===== config.mk =====
export PLATFORM = sky130hd
export DESIGN_NAME = freq_sweep_ctrl
export DESIGN_NICKNAME = d
export VERILOG_FILES = /design/src/rtl/freq_sweep_pkg.sv /design/src/rtl/freq_sweep_ctrl_dwell_timer.sv /design/src/rtl/freq_sweep_ctrl.sv
export SDC_FILE = /design/constraint.sdc
export NUM_CORES = 1
export LEC_CHECK = 0
export CORE_MARGIN = 4
export CORE_UTILIZATION = 35
export CTS_CLUSTER_DIAMETER = 120
export DETAILED_ROUTE_END_ITERATION = 6
export PLACE_DENSITY = 0.64
export SKIP_CTS_REPAIR_TIMING = 1
export SLEW_MARGIN = 10
export SYNTH_ARGS = -nofsm -noshare
export SYNTH_HDL_FRONTEND = slang
export SYNTH_SLANG_ARGS = --single-unit

===== constraint.sdc =====
create_clock -name clk_100kHz -period 8.62 [get_ports clk_100kHz]
set_clock_uncertainty 0.05 [all_clocks]
set_input_delay 1.293 -clock clk_100kHz [delete_from_list [all_inputs] [get_ports clk_100kHz]]
set_output_delay 1.293 -clock clk_100kHz [all_outputs]
set_load 0.05 [all_outputs]

===== src/rtl/freq_sweep_pkg.sv =====
// Shared types and constants for the freq_ctrl sequencer: FSM states, sweep
// direction, default control-word bounds and the widened next-value width.
package freq_sweep_pkg;

  typedef enum logic [1:0] {
    ST_IDLE  = 2'd0,
    ST_LOAD  = 2'd1,
    ST_DWELL = 2'd2
  } state_e;

  typedef enum logic {
    DIR_UP   = 1'b0,
    DIR_DOWN = 1'b1
  } dir_e;

  localparam logic [7:0] CTRL_MIN_DEF = 8'd1;
  localparam logic [7:0] CTRL_MAX_DEF = 8'd128;
  localparam int         NXT_W        = 9;

  // Limit a widened sum to the upper bound; carries past 255 land above hi too.
  function automatic logic [7:0] clamp_hi(input logic [NXT_W-1:0] v, input logic [7:0] hi);
    return (v > {1'b0, hi}) ? hi : v[7:0];
  endfunction

endpackage


===== src/rtl/freq_sweep_ctrl_dwell_timer.sv =====
// Dwell counter: counts enabled cycles and flags the last cycle of each dwell.
module dwell_timer
  import freq_sweep_pkg::*;
#(
  parameter int DWELL_TICKS = 100000
) (
  input  logic clk,
  input  logic rst_n,
  input  logic clear,
  input  logic enable,
  output logic expire
);

  localparam int            CW   = (DWELL_TICKS > 1) ? $clog2(DWELL_TICKS) : 1;
  localparam logic [CW-1:0] LAST = CW'(DWELL_TICKS - 1);

  logic [CW-1:0] cnt_q, cnt_d;

  // Next count and the expire flag; the counter wraps to zero on expire.
  always_comb begin
    cnt_d  = cnt_q;
    expire = 1'b0;
    if (clear) begin
      cnt_d = '0;
    end else if (enable) begin
      if (cnt_q == LAST) begin
        cnt_d  = '0;
        expire = 1'b1;
      end else begin
        cnt_d = cnt_q + CW'(1);
      end
    end else begin
      cnt_d = cnt_q;
    end
  end

  // Count register.
  always_ff @(posedge clk or negedge rst_n) begin
    if (!rst_n) cnt_q <= '0;
    else        cnt_q <= cnt_d;
  end

endmodule


===== src/rtl/freq_sweep_ctrl.sv =====
// Owns the freq_ctrl word: manual up/down/clear in IDLE, and an automatic
// one-shot or ping-pong sweep between latched bounds with a fixed dwell.
module freq_sweep_ctrl
  import freq_sweep_pkg::*;
#(
  parameter int         DWELL_TICKS = 100000,
  parameter logic [7:0] CTRL_MIN    = CTRL_MIN_DEF,
  parameter logic [7:0] CTRL_MAX    = CTRL_MAX_DEF
) (
  input  logic       clk_100kHz,
  input  logic       rst_,
  input  logic       inc_pulse,
  input  logic       dec_pulse,
  input  logic       clr_pulse,
  input  logic       start_pulse,
  input  logic       stop_pulse,
  input  logic [7:0] sweep_lo,
  input  logic [7:0] sweep_hi,
  input  logic [7:0] sweep_step,
  input  logic       pingpong,
  output logic [7:0] freq_ctrl,
  output logic       ctrl_valid,
  output logic       busy,
  output logic       sweep_done,
  output logic       cfg_err
);

  state_e     state_q, state_d;
  dir_e       dir_q, dir_d;
  logic [7:0] freq_q, freq_d, lo_q, lo_d, hi_q, hi_d, step_q, step_d;
  logic       pp_q, pp_d, chg_q, chg_d;
  logic       ctrl_valid_q, ctrl_valid_d, busy_q, busy_d;
  logic       sweep_done_q, sweep_done_d, cfg_err_q, cfg_err_d;

  logic             expire_s;
  logic [7:0]       eff_lo_s, eff_hi_s, eff_step_s;
  logic [NXT_W-1:0] up_sum_s, dn_dif_s;
  logic             up_ok_s, dn_ok_s;

  assign eff_lo_s   = (sweep_lo < CTRL_MIN) ? CTRL_MIN : sweep_lo;
  assign eff_hi_s   = (sweep_hi > CTRL_MAX) ? CTRL_MAX : sweep_hi;
  assign eff_step_s = (sweep_step == 8'd0) ? 8'd1 : sweep_step;

  // Bit 8 of the difference marks an underflow below zero.
  assign up_sum_s = {1'b0, freq_q} + {1'b0, step_q};
  assign dn_dif_s = {1'b0, freq_q} - {1'b0, step_q};
  assign up_ok_s  = (up_sum_s <= {1'b0, hi_q});
  assign dn_ok_s  = !dn_dif_s[8] && (dn_dif_s[7:0] >= lo_q);

  dwell_timer #(.DWELL_TICKS(DWELL_TICKS)) u_dwell_timer (
    .clk    (clk_100kHz),
    .rst_n  (rst_),
    .clear  (state_q != ST_DWELL),
    .enable (state_q == ST_DWELL),
    .expire (expire_s)
  );

  // Next-state, next freq_ctrl and output pulse computation.
  always_comb begin
    state_d      = state_q;
    dir_d        = dir_q;
    freq_d       = freq_q;
    lo_d         = lo_q;
    hi_d         = hi_q;
    step_d       = step_q;
    pp_d         = pp_q;
    sweep_done_d = 1'b0;
    cfg_err_d    = 1'b0;
    case (state_q)
      ST_IDLE: begin
        if (start_pulse) begin
          if (stop_pulse) begin
            state_d = ST_IDLE;
          end else if (eff_lo_s > eff_hi_s) begin
            cfg_err_d = 1'b1;
          end else begin
            lo_d    = eff_lo_s;
            hi_d    = eff_hi_s;
            step_d  = eff_step_s;
            pp_d    = pingpong;
            state_d = ST_LOAD;
          end
        end else if (clr_pulse) begin
          freq_d = CTRL_MIN;
        end else if (inc_pulse) begin
          freq_d = (freq_q == CTRL_MAX) ? CTRL_MIN : freq_q + 8'd1;
        end else if (dec_pulse) begin
          freq_d = (freq_q == CTRL_MIN) ? CTRL_MAX : freq_q - 8'd1;
        end else begin
          freq_d = freq_q;
        end
      end
      ST_LOAD: begin
        if (stop_pulse) begin
          state_d = ST_IDLE;
        end else begin
          freq_d  = lo_q;
          dir_d   = DIR_UP;
          state_d = ST_DWELL;
        end
      end
      ST_DWELL: begin
        if (stop_pulse) begin
          state_d = ST_IDLE;
        end else if (!expire_s) begin
          state_d = ST_DWELL;
        end else if (dir_q == DIR_UP) begin
          if (up_ok_s) begin
            freq_d = up_sum_s[7:0];
          end else if (pp_q) begin
            dir_d  = DIR_DOWN;
            freq_d = dn_ok_s ? dn_dif_s[7:0] : lo_q;
          end else begin
            state_d      = ST_IDLE;
            sweep_done_d = 1'b1;
          end
        end else begin
          if (dn_ok_s) begin
            freq_d = dn_dif_s[7:0];
          end else begin
            dir_d  = DIR_UP;
            freq_d = clamp_hi(up_sum_s, hi_q);
          end
        end
      end
      default: state_d = ST_IDLE;
    endcase
    chg_d        = (freq_d != freq_q);
    ctrl_valid_d = chg_q;
    busy_d       = (state_d != ST_IDLE);
  end

  // State and output registers.
  always_ff @(posedge clk_100kHz or negedge rst_) begin
    if (!rst_) begin
      state_q      <= ST_IDLE;
      dir_q        <= DIR_UP;
      freq_q       <= CTRL_MIN;
      lo_q         <= CTRL_MIN;
      hi_q         <= CTRL_MAX;
      step_q       <= 8'd1;
      pp_q         <= 1'b0;
      chg_q        <= 1'b0;
      ctrl_valid_q <= 1'b0;
      busy_q       <= 1'b0;
      sweep_done_q <= 1'b0;
      cfg_err_q    <= 1'b0;
    end else begin
      state_q      <= state_d;
      dir_q        <= dir_d;
      freq_q       <= freq_d;
      lo_q         <= lo_d;
      hi_q         <= hi_d;
      step_q       <= step_d;
      pp_q         <= pp_d;
      chg_q        <= chg_d;
      ctrl_valid_q <= ctrl_valid_d;
      busy_q       <= busy_d;
      sweep_done_q <= sweep_done_d;
      cfg_err_q    <= cfg_err_d;
    end
  end

  assign freq_ctrl  = freq_q;
  assign ctrl_valid = ctrl_valid_q;
  assign busy       = busy_q;
  assign sweep_done = sweep_done_q;
  assign cfg_err    = cfg_err_q;

endmodule


==> metrics.yaml <==
status: "completed"
placement.setup.worst_slack_ns: 3.00
slew-limit-headroom_pct: 33.3
synth_compound_area_share_pct: 22.9
power_mw: 1.99
mostFrequentLayoutCell: "sky130_fd_sc_hd__nor2_1"
layout_fillers: 1487
commonest_non_fill_non_tap_cells_in_the_layout: "sky130_fd_sc_hd__nor2_1 (70), sky130_fd_sc_hd__nand2_1 (56), sky130_fd_sc_hd__dfrtp_1 (54)"
placeableCoreArea_um2: 14600
detailed_place_hpwl_um: 12300
drt_iter0_drc: 477
tritoncts: "built"
cts_num_sinks: 58
leak_nw: 2.52
grt_first_pass_wirelength_um: 26600
synthToLayoutAreaGrowth_pct: 15.8
yosys_warnings: 0
layout-drive-gt1-share_pct: 8.18
path_max_fanout: 17
final_worst_path_setup_slack_ns: 2.94
clock_tree.htree_level_count: 3
fp.dieArea_um2: 17000
reg2reg_setup_slack_ns: 2.94
gp_routability_congestion: 1.00
synth_edf_count: 0
holdPathEnd: "ctrl_valid"
fin_crit_sh_pct: 65.9
port_buffers: 43
timing.final.setup_violations: 0
synth.ff_latch_count: 58
num_rows: 44
combinational_family_with_the_most_area_after_synthesis: "compound AO/OA/AOI/OAI gates"
ant_nets: 0
netlist-cell-type-count: 72
ir_worst_vdd_mv: 0.143
io_pins: 44
synth_top_flop_cell: "sky130_fd_sc_hd__dfrtp_1"
grt_antenna_before_repair: 0
post_synth_fa_ha_maj_area_fraction_pct: 11.5
synthTopCellsByArea: "sky130_fd_sc_hd__dfrtp_1 (26%), sky130_fd_sc_hd__ha_1 (11%), sky130_fd_sc_hd__nor2_1 (5.0%), sky130_fd_sc_hd__o21ai_0 (4.6%), sky130_fd_sc_hd__nand2_1 (4.0%)"
clk_tree_root_cell: "sky130_fd_sc_hd__clkbuf_16"
gr-usage-all-layers_pct: 20.0
wl_per_cell_um: 18.9
timing.rr.start: "freq_ctrl[1]"
period_minus_slack_ns: 5.68
hold_viol_final: 0
first_global_vias: 4860
detail_route.drc_violations: 0
worst_hold_path_type: "register to register"
numCtsBuffers: 9
worst_pin_slew_ns: 0.997
maxClockFrequency_mhz: 176
max_stage_delay_ns: 0.66
timing.critical_path.slowest_stage_cell: "sky130_fd_sc_hd__dfrtp_1"
yosysSeqAreaShare_pct: 27.8
route.detailed.vias_per_inst: 5.82
synth.area.mux_share_pct: 5.02
synth.top_cell.area_share_pct: 25.8
worst_ep_required_time_ns: 8.79
critical_path_arrival_ns: 5.86
worstRegToRegCells: 17
worstPathCellList: "inv_1 > fa_1 > o21ba_2 > nor4_1 > or2_2 > xnor2_1 > ha_1 > a2111oi_0 > o21ai_0 > o211ai_1 > and3_1 > a2111oi_0 > a221oi_1 > mux2i_1 > o211ai_1 > a211o_1 > or3_1"
initial_utilization_pct: 35.8
first_pass_iters: 5
grt.overflow.total: 0
post_synth_and_or_nand_nor_area_fraction_pct: 21.7
antennaDiodeCount: 0
rsz0062_at_grt: "no"
die_width_um: 130
cts.reportedPaths.clkPinSlew_ns: 0.06
hold-path-cell-count: 0
routed_wl_um: 16200
critical-path-top-delay-family: "compound AO/OA/AOI/OAI gates"
netlist_area_um2: 5230
cts.path.max_buffers: 2
layout_utilization_pct: 41.5
grt_max_degree: 59
cell_type_with_the_highest_aggregate_area_in_the_netlist: "sky130_fd_sc_hd__dfrtp_1"
dr_total_vias: 4978
cellPowerDensity_nw_per_um2: 329
synth_nets: 732
crit_type: "register to register"
syn_area_per_cell_um2: 8.01
critical_path.endpoint_type: "register"
synth_xor_xnor_area_share_pct: 4.69
proportion_of_synthesized_flip_flops_having_asynchronous_set_or_reset_pct: 100
timing.rr.end: "chg_q"
fp.dieH_um: 130
setup_total_negative_slack_ns: 0
startpoint_type_of_the_worst_setup_path: "register"
timing.hold.worst.start: "chg_q"
max_cap_violations: 0
finalMaxSlewViolations: 0
worst_skew_pair.late_latency_ns: 0.34
final_nets: 746
critical_path_buf_inv_count: 1
post_synth_inst_count: 653
## layer usage
metal	global-route usage (%)	part of all wire (%)	up-vias	wire length, um
li1	-	-	2377	-
met1	28.1	46	2399	7500
met2	30.9	45	176	7300
met3	3.77	6.1	26	990
met4	6.60	2.3	0	374
met5	0	0	-	0
## Yosys cell counts (6+ instances only)
library cell / n
sky130_fd_sc_hd__mux2_2: 18
sky130_fd_sc_hd__o22ai_1: 6
sky130_fd_sc_hd__clkbuf_1: 34
sky130_fd_sc_hd__xor2_1: 10
sky130_fd_sc_hd__nor4_1: 6
sky130_fd_sc_hd__a21o_1: 6
sky130_fd_sc_hd__dfrtp_1: 54
sky130_fd_sc_hd__nand3_1: 22
sky130_fd_sc_hd__a21oi_1: 38
sky130_fd_sc_hd__mux2i_1: 6
sky130_fd_sc_hd__inv_1: 41
sky130_fd_sc_hd__nor3_1: 14
sky130_fd_sc_hd__a31oi_1: 7
sky130_fd_sc_hd__nand2b_1: 6
sky130_fd_sc_hd__a22oi_1: 6
sky130_fd_sc_hd__o21a_1: 9
sky130_fd_sc_hd__or2_2: 7
sky130_fd_sc_hd__o211ai_1: 11
sky130_fd_sc_hd__nand4_1: 10
sky130_fd_sc_hd__ha_1: 45
sky130_fd_sc_hd__or3_1: 9
sky130_fd_sc_hd__nand2_1: 56
sky130_fd_sc_hd__xnor2_1: 18
sky130_fd_sc_hd__nor2b_1: 8
sky130_fd_sc_hd__nor2_1: 70
sky130_fd_sc_hd__o21ai_0: 48
## where the power goes
group | internal, mW | total [mW] | switching (mW)
Sequential | 0.325 | 0.418 | 0.0922
Clock | 0.261 | 0.397 | 0.135
Combinational | 0.446 | 1.18 | 0.734
## stage by stage
step                cells  hold slack (ns)  area, um^2
floorplan             653            0.281        5230
global placement      840            0.339        5730
detailed placement    840            0.345        5730
CTS                   856            0.362        6050
global route          856            0.365        6050
finish                856            0.348        6050
## registers in the layout, summed over array words and instances (netlist names)
| register | flops |
|---|---|
| ctrl_valid | 1 |
| busy | 1 |
| pp_q | 1 |
| chg_q | 1 |
| dir_q | 1 |
| u_dwell_timer.cnt_q | 17 |
| sweep_done | 1 |
| state_q | 2 |
| step_q | 8 |
| lo_q | 8 |
| cfg_err | 1 |
| freq_ctrl | 8 |
| hi_q | 8 |
## final cells by class
cell class / count / area (um^2) / share of cell area [%]
multi-input cells: 511 / 3440 / 56.9
flip-flops and latches: 58 / 1460 / 24.1
repair buffers: 45 / 440 / 7.27
clock buffers: 10 / 239 / 3.95
well taps: 184 / 230 / 3.80
inverters: 42 / 158 / 2.60
clock inverters: 6 / 88.8 / 1.47
## cell families (layout without fill, tap and decap cells)
| kind of cell | count (synthesis) | count (layout) |
|---|---|---|
| muxes | 24 | 24 |
| xor gates and xnor gates | 28 | 28 |
| AOI/OAI and AO/OA | 182 | 182 |
| and+or+nand+nor | 230 | 230 |
| adders and majority gates | 47 | 47 |
| DFF | 58 | 58 |
| buffers and inverters | 84 | 103 |
## worst max path at each step
| stage | from | slack (ns) | to | depth (start not counted) |
|---|---|---|---|---|
| 6_report | freq_ctrl[1] | 2.94 | chg_q | 17 |
| 5_1_grt | freq_ctrl[1] | 2.51 | chg_q | 17 |
| 4_1_cts | freq_ctrl[1] | 2.98 | chg_q | 17 |
| 3_5_place_dp | freq_ctrl[1] | 3.00 | chg_q | 17 |
| 3_3_place_gp | freq_ctrl[1] | 3.25 | chg_q | 17 |
| 2_1_floorplan | freq_ctrl[1] | 3.42 | chg_q | 19 |
## worst reg2reg max path: stages (launching register included)
cell and delay, ns:
sky130_fd_sc_hd__dfrtp_1 0.66, sky130_fd_sc_hd__inv_1 0.26, sky130_fd_sc_hd__fa_1 0.51, sky130_fd_sc_hd__o21ba_2 0.23, sky130_fd_sc_hd__nor4_1 0.25, sky130_fd_sc_hd__or2_2 0.18, sky130_fd_sc_hd__xnor2_1 0.14, sky130_fd_sc_hd__ha_1 0.30
sky130_fd_sc_hd__a2111oi_0 0.34, sky130_fd_sc_hd__o21ai_0 0.15, sky130_fd_sc_hd__o211ai_1 0.28, sky130_fd_sc_hd__and3_1 0.62, sky130_fd_sc_hd__a2111oi_0 0.16, sky130_fd_sc_hd__a221oi_1 0.44, sky130_fd_sc_hd__mux2i_1 0.24, sky130_fd_sc_hd__o211ai_1 0.10
sky130_fd_sc_hd__a211o_1 0.28, sky130_fd_sc_hd__or3_1 0.36
Note: power is estimated with default switching activity, not from simulation.
